### config.mk
export PLATFORM = sky130hd
export DESIGN_NAME = obi_mem_responder
export DESIGN_NICKNAME = d
export VERILOG_FILES = /design/src/rtl/obi_mem_responder.sv
export SDC_FILE = /design/constraint.sdc
export NUM_CORES = 1
export LEC_CHECK = 0
export ABC_AREA = 1
export CORE_MARGIN = 3
export CORE_UTILIZATION = 35
export CTS_BUF_LIST = sky130_fd_sc_hd__clkbuf_16
export DETAILED_ROUTE_END_ITERATION = 7
export GPL_TIMING_DRIVEN = 0
export MAX_ROUTING_LAYER = met4
export PLACE_DENSITY = 0.7
export SLEW_MARGIN = 20
export SYNTH_ARGS = -nofsm -noshare
export SYNTH_HDL_FRONTEND = slang
export SYNTH_SLANG_ARGS = --single-unit
### constraint.sdc
create_clock -name clk_i -period 10.1 [get_ports clk_i]
set_input_delay 2.525 -clock clk_i [delete_from_list [all_inputs] [get_ports clk_i]]
set_output_delay 2.525 -clock clk_i [all_outputs]
set_load 0.005 [all_outputs]
### src/rtl/obi_mem_responder.sv
// rtl/obi_mem_responder.sv - OBI slave in front of a 1-cycle-latency SRAM with an in-order response FIFO.
// Credit gating keeps the FIFO from ever overflowing, so the SRAM read data never needs a stall path.
module obi_mem_responder #(
    parameter int MEM_AW = 14,
    parameter int DEPTH  = 3
) (
    input  logic              clk_i,
    input  logic              rst_i,
    input  logic              obi_req_i,
    output logic              obi_gnt_o,
    input  logic [31:0]       obi_addr_i,
    input  logic              obi_we_i,
    input  logic [3:0]        obi_be_i,
    input  logic [31:0]       obi_wdata_i,
    output logic              obi_rvalid_o,
    input  logic              obi_rready_i,
    output logic [31:0]       obi_rdata_o,
    output logic              obi_err_o,
    output logic              mem_req_o,
    output logic              mem_we_o,
    output logic [3:0]        mem_be_o,
    output logic [MEM_AW-1:0] mem_addr_o,
    output logic [31:0]       mem_wdata_o,
    input  logic [31:0]       mem_rdata_i
);

    localparam int PW = (DEPTH > 1) ? $clog2(DEPTH) : 1;
    localparam int CW = $clog2(DEPTH + 1);
    localparam logic [CW:0]   DEPTH_W = (CW + 1)'(DEPTH);
    localparam logic [PW-1:0] PTR_LAST = PW'(DEPTH - 1);

    logic [PW-1:0] r_wptr;
    logic [PW-1:0] r_rptr;
    logic [CW-1:0] r_count;
    logic          r_inflight;
    logic          r_inf_rd;
    logic          r_inf_oor;
    logic [31:0]   r_data [DEPTH];
    logic          r_err  [DEPTH];

    logic          w_in_range;
    logic          w_accept;
    logic [CW:0]   w_busy;
    logic          w_push;
    logic          w_pop;
    logic [31:0]   w_push_data;
    logic          w_unused;

    function automatic logic [PW-1:0] ptr_next(input logic [PW-1:0] p);
        return (p == PTR_LAST) ? '0 : p + PW'(1);
    endfunction

    assign w_in_range = (obi_addr_i[31:MEM_AW+2] == '0);
    assign w_unused   = &{1'b0, obi_addr_i[1:0]};

    // Entries already queued plus the one whose SRAM read lands next edge.
    assign w_busy    = {1'b0, r_count} + (CW + 1)'(r_inflight);
    assign obi_gnt_o = obi_req_i && !rst_i && (w_busy < DEPTH_W);
    assign w_accept  = obi_req_i && obi_gnt_o;

    assign mem_req_o   = w_accept && w_in_range;
    assign mem_we_o    = obi_we_i;
    assign mem_be_o    = obi_be_i;
    assign mem_addr_o  = obi_addr_i[MEM_AW+1:2];
    assign mem_wdata_o = obi_wdata_i;

    assign w_push      = r_inflight;
    assign w_push_data = r_inf_rd ? mem_rdata_i : 32'h0;

    assign obi_rvalid_o = (r_count != '0);
    assign w_pop        = obi_rvalid_o && obi_rready_i;
    assign obi_rdata_o  = obi_rvalid_o ? r_data[r_rptr] : 32'h0;
    assign obi_err_o    = obi_rvalid_o ? r_err[r_rptr] : 1'b0;

    always_ff @(posedge clk_i or posedge rst_i) begin
        if (rst_i) begin
            r_inflight <= 1'b0;
            r_inf_rd   <= 1'b0;
            r_inf_oor  <= 1'b0;
            r_wptr     <= '0;
            r_rptr     <= '0;
            r_count    <= '0;
        end else begin
            r_inflight <= w_accept;
            r_inf_rd   <= w_accept && w_in_range && !obi_we_i;
            r_inf_oor  <= w_accept && !w_in_range;
            if (w_push) begin
                r_wptr <= ptr_next(r_wptr);
            end
            if (w_pop) begin
                r_rptr <= ptr_next(r_rptr);
            end
            case ({w_push, w_pop})
                2'b10:   r_count <= r_count + CW'(1);
                2'b01:   r_count <= r_count - CW'(1);
                default: r_count <= r_count;
            endcase
        end
    end

    always_ff @(posedge clk_i) begin
        if (w_push) begin
            r_data[r_wptr] <= w_push_data;
            r_err[r_wptr]  <= r_inf_oor;
        end
    end

endmodule

==> results.yml <==
outcome:
  outcome: "finished, final reports clean"
global_route:
  grt-busiest-layer: "met2"
  use_met3_pct: 3.923
  grt_pass1_vias: 3736
  grt_overflow: 0
  grt_antenna_before_repair: 0
  track_usage_pct: 15.32
  grt_pass1_wl_um: 18690
  use_met1_pct: 17.19
  grt_max_degree: 21
  grtUsageMet2_pct: 27.71
sta:
  hold_ws_ps: 472.9
  relSlewSlack_pct: 46.86
  skew_ps: 6.825
  fin_crit_ps: 6654
  max_freq_ghz: 0.1503
  fin_ws_ps: 3446
  setup_viol: 0
  hold_viol: 0
  rsz0062_at_grt: "false"
  finalMaxSlewViolations: 0
  fin_tns_setup_ps: 0
  tightest_slew_ps: 792.8
  min_period_over_period_pct: 65.88
pwr:
  swShare_pct: 32.38
  power.share.sequential_pct: 35.6
  vdd_drop_max_mv: 0.1089
  switchingPower_mw: 0.5130
  intPower_mw: 1.071
  pwr-share-clk_pct: 22.9
  leakagePower_nw: 3.216
  power_frac_comb_pct: 41.5
  power.density_nw_per_um2: 226.5
logic_synthesis:
  async_flop_share_pct: 8.333
  synth_top_area_cell: "edfxtp_1"
  ys.flop_type: "edfxtp_1"
  syn_area_um2: 4972
  syn_inst: 490
  synth_common_cells: "nand2_1 (177), edfxtp_1 (99), inv_1 (69)"
  synth.most_common_cell: "nand2_1"
  syn_nets: 598
  yosysUniqueCellTypes: 20
  synth_warnings: 0
  synth-seq-cells: 108
  netlist.area_leader.share_pct: 59.79
  avgSynthCellArea_um2: 10.15
  synth.area.top_cells: "edfxtp_1 (60%), nand2_1 (13%), buf_4 (8.8%)"
  synth_edf_count: 99
  synth_seq_area_share_pct: 64.32
cells_and_area:
  area_growth_pct: 40.69
  drive_gt1_share_pct: 15.01
  ff_latch_area_um2: 3198
  layout.nets: 756
  n_antenna_cell: 0
  final_cell_area_um2: 6995
  fillers: 1204
  multi_input_comb_area_um2: 1028
critical_path:
  arrival_ps: 4130
  cpPeakStageDelay_ps: 500
  crit_required_ps: 7580
  path_cells: "clkdlybuf4s50_1, inv_2, nand2_1, nor2_1, nand3_1, inv_1, clkdlybuf4s50_1"
  cp-start-kind: "input pin"
  crit_slowest_cell: "clkdlybuf4s50_1"
  critPathCaptureType: "output port"
  critPathKind: "input pin to output port"
  ff2ff_path_depth: 3
  crit_fanout: 10
  path_common_cell: "clkdlybuf4s50_1"
routing:
  vias: 3667
  dr.pass1.iters: 6
  viasPerCell: 4.423
  wl_um: 11780
  drt_iter0_markers: 161
  drc_errors: 0
  wl_per_cell_um: 14.21
  ant_nets: 0
job:
  max_cap_violations: 0
floorplan:
  die_w_um: 125.2
  num_rows: 42
  start_util_pct: 36.67
  core-area_um2: 13560
  die-area_um2: 15670
  num_io_pins: 192
  die_y_um: 125.2
clock_network:
  cts_root_buf: "clkbuf_16"
  post_cts_buffers: 0
  cts_sinks: 108
  clk_pin_slew_ps: 70
  clk_latency_ps: 340
  cts_buffers: 9
  cts_tree: "done"
  hold_buffers: 0
  cts_resized: 0
  cts_max_level: 3
  cts_buffer_depth: 2
place:
  place.gp.congestion: 0.8338
  post-place-ws_ps: 3417
  dpl-instance-area_um2: 6678
  dp_hpwl_um: 8854
  portBuffers: 139
worst_hold_path:
  hold_class: "flop to flop"
  whs_path_depth: 0
critical path: cells and delay by family:
| kind | cells | cell delay, ps |
|---|---|---|
| buf+inv | 4 | 1190 |
| simple gates | 3 | 420 |
placed cells by master, fill, tap and decap left out, drive strengths merged, types with 3 or more instances in the layout:
cell type	n
clkdlybuf4s50	139
nand2	177
ha	3
nor2	15
edfxtp	99
clkbuf	12
inv	76
clkinv	3
dfrtp	9
nand3	35
buf	73
flip-flops by register name, indices dropped and copies added (netlist names):
name	cells
r_data	96
r_err	3
r_count	2
r_rptr	2
r_wptr	2
r_inf_oor	1
r_inf_rd	1
r_inflight	1
through the flow:
step	instances	util, %	total power, mW
finish	829	51.60	1.584
global route	829	51.60	1.698
CTS	829	51.60	1.612
detailed placement	813	49.25	1.248
global placement	805	48.56	1.226
floorplan	490	-	0.9007
cell type report:
type | instances | share of cell area (%)
Sequential cell | 108 | 45.72
Timing Repair Buffer | 147 | 21.09
Multi-Input combinational cell | 241 | 14.70
Buffer | 68 | 6.886
Inverter | 73 | 3.917
Clock buffer | 9 | 3.219
Tap cell | 176 | 3.148
Clock inverter | 7 | 1.324
power by group through the flow:
stage / combinational (mW) / clock, mW / sequential (mW)
after floorplan: 0.329 / 0 / 0.572
after CTS: 0.677 / 0.370 / 0.565
final: 0.657 / 0.363 / 0.564
after global routing: 0.738 / 0.390 / 0.570
after detailed placement: 0.674 / 0 / 0.575
after global placement: 0.649 / 0 / 0.576
cells by family after synthesis:
kind of cell | share of synthesized area [%]
AO/OA/AOI/OAI | 0.6037
XOR/XNOR | 0.3524
adder cells (fa/ha/maj) | 0.7550
buffers and inverters | 15.20
flip-flops | 64.32
AND/OR/NAND/NOR | 18.77
routing by layer:
metal	vias up	share of wire [%]	routed length, um
li1	1801	-	-
met1	1718	40	4725
met2	138	53	6191
met3	10	6.4	749
met4	0	0.96	113
met5	-	0	0
path summary, 6_finish.rpt:
kind                                start            end  slack [ps]
min in group asynchronous           rst_i       r_inf_rd        2420
worst min-delay path            r_inf_oor       r_err[1]         470
worst max-delay path                rst_i      mem_req_o        3450
worst min register to register  r_inf_oor       r_err[1]         470
worst max register to register  r_wptr[0]  r_data[2][27]        8150
max in group asynchronous           rst_i      r_rptr[0]        7500
Power figures use the tool's default switching activity.
==> variant (same flow settings) <==
The parameter `MEM_AW` goes from 14 to 13.
--- a/src/rtl/obi_mem_responder.sv
+++ b/src/rtl/obi_mem_responder.sv
@@ -2,5 +2,5 @@
 // Credit gating keeps the FIFO from ever overflowing, so the SRAM read data never needs a stall path.
 module obi_mem_responder #(
-    parameter int MEM_AW = 14,
+    parameter int MEM_AW = 13,
     parameter int DEPTH  = 3
 ) (
Interface: changed (resized mem_addr_o); port bits go from 192 to 191. The function was not compared with the original's and may differ.
==> variant against the original RTL <==
Sequential cell count stayed put; hold slack improved by 14 ps; power decreased by 1.0%; highest routed layer unchanged; wire length rose by 0.46%; count of clock-buffer cells in the layout is the same; synthesized area is 0.38% lower; core utilization increased by 0.055 points; cell area up 0.11%; sequential power about the same; setup slack improved by 11 ps.
==> variant: results <==
export IMPL_outcome="complete, no violations"
export IMPL_synth_cell_types=21
export IMPL_grt_max_degree=20
export IMPL_place_congestion=0.885
export IMPL_power_share_clock=0.227
export IMPL_synthTopCellsByArea="edfxtp_1 60%, nand2_1 13%, buf_4 7.7%"
export IMPL_dpl_cell_area_sq_mm=0.00670
export IMPL_wl_per_cell_um=14.2
export IMPL_fin_nets=759
export IMPL_wl_met2_um=6260
export IMPL_ir_drop_mv=0.130
export IMPL_drt_initial_drc_count=170
export IMPL_num_vias=3632
export IMPL_tightest_slew_ps=577
export IMPL_syn_nets=597
export IMPL_skew_ps=8.68
export IMPL_finalPower_mw=1.57
export IMPL_synth_xor_area_frac=0.00354
export IMPL_grt_pass1_vias=3737
export IMPL_switching_share=0.324
export IMPL_finalWirelength_um=11800
export IMPL_grt_use_total=0.155
export IMPL_dr_pass1_iters=4
export IMPL_synth_compound_area_frac=0.00606
export IMPL_synth_fa_ha_area_frac=0.00758
export IMPL_powerComb_mw=0.647
==> variant: area by class of cell <==
class,instances,area (sq um),area share
multi-input combinational,240,1040,0.148
clock buffer,9,225,0.0322
inverter,75,282,0.0402
clock inverter,7,81.3,0.0116
buffer,66,449,0.0641
tap,176,220,0.0314
timing repair buffer,151,1510,0.215
sequential,108,3200,0.457
==> variant: path summary, 6_finish.rpt <==
kind / depth (start not counted) / start / slack, ps / end
worst max-delay path: 7 / rst_i / 3460 / mem_req_o
min in group asynchronous: 2 / rst_i / 2410 / r_inf_rd
max in group asynchronous: 2 / rst_i / 7510 / r_count[0]
worst min-delay path: 0 / r_inf_oor / 490 / r_err[1]
worst min register to register: 0 / r_inf_oor / 490 / r_err[1]
worst max register to register: 5 / r_inflight / 8240 / r_data[0][20]
==> variant: layer usage <==
layer,up-vias,global-route usage
met5,-,-
met2,168,0.285
met4,0,0.0446
li1,1815,-
met3,9,0.0354
met1,1640,0.167
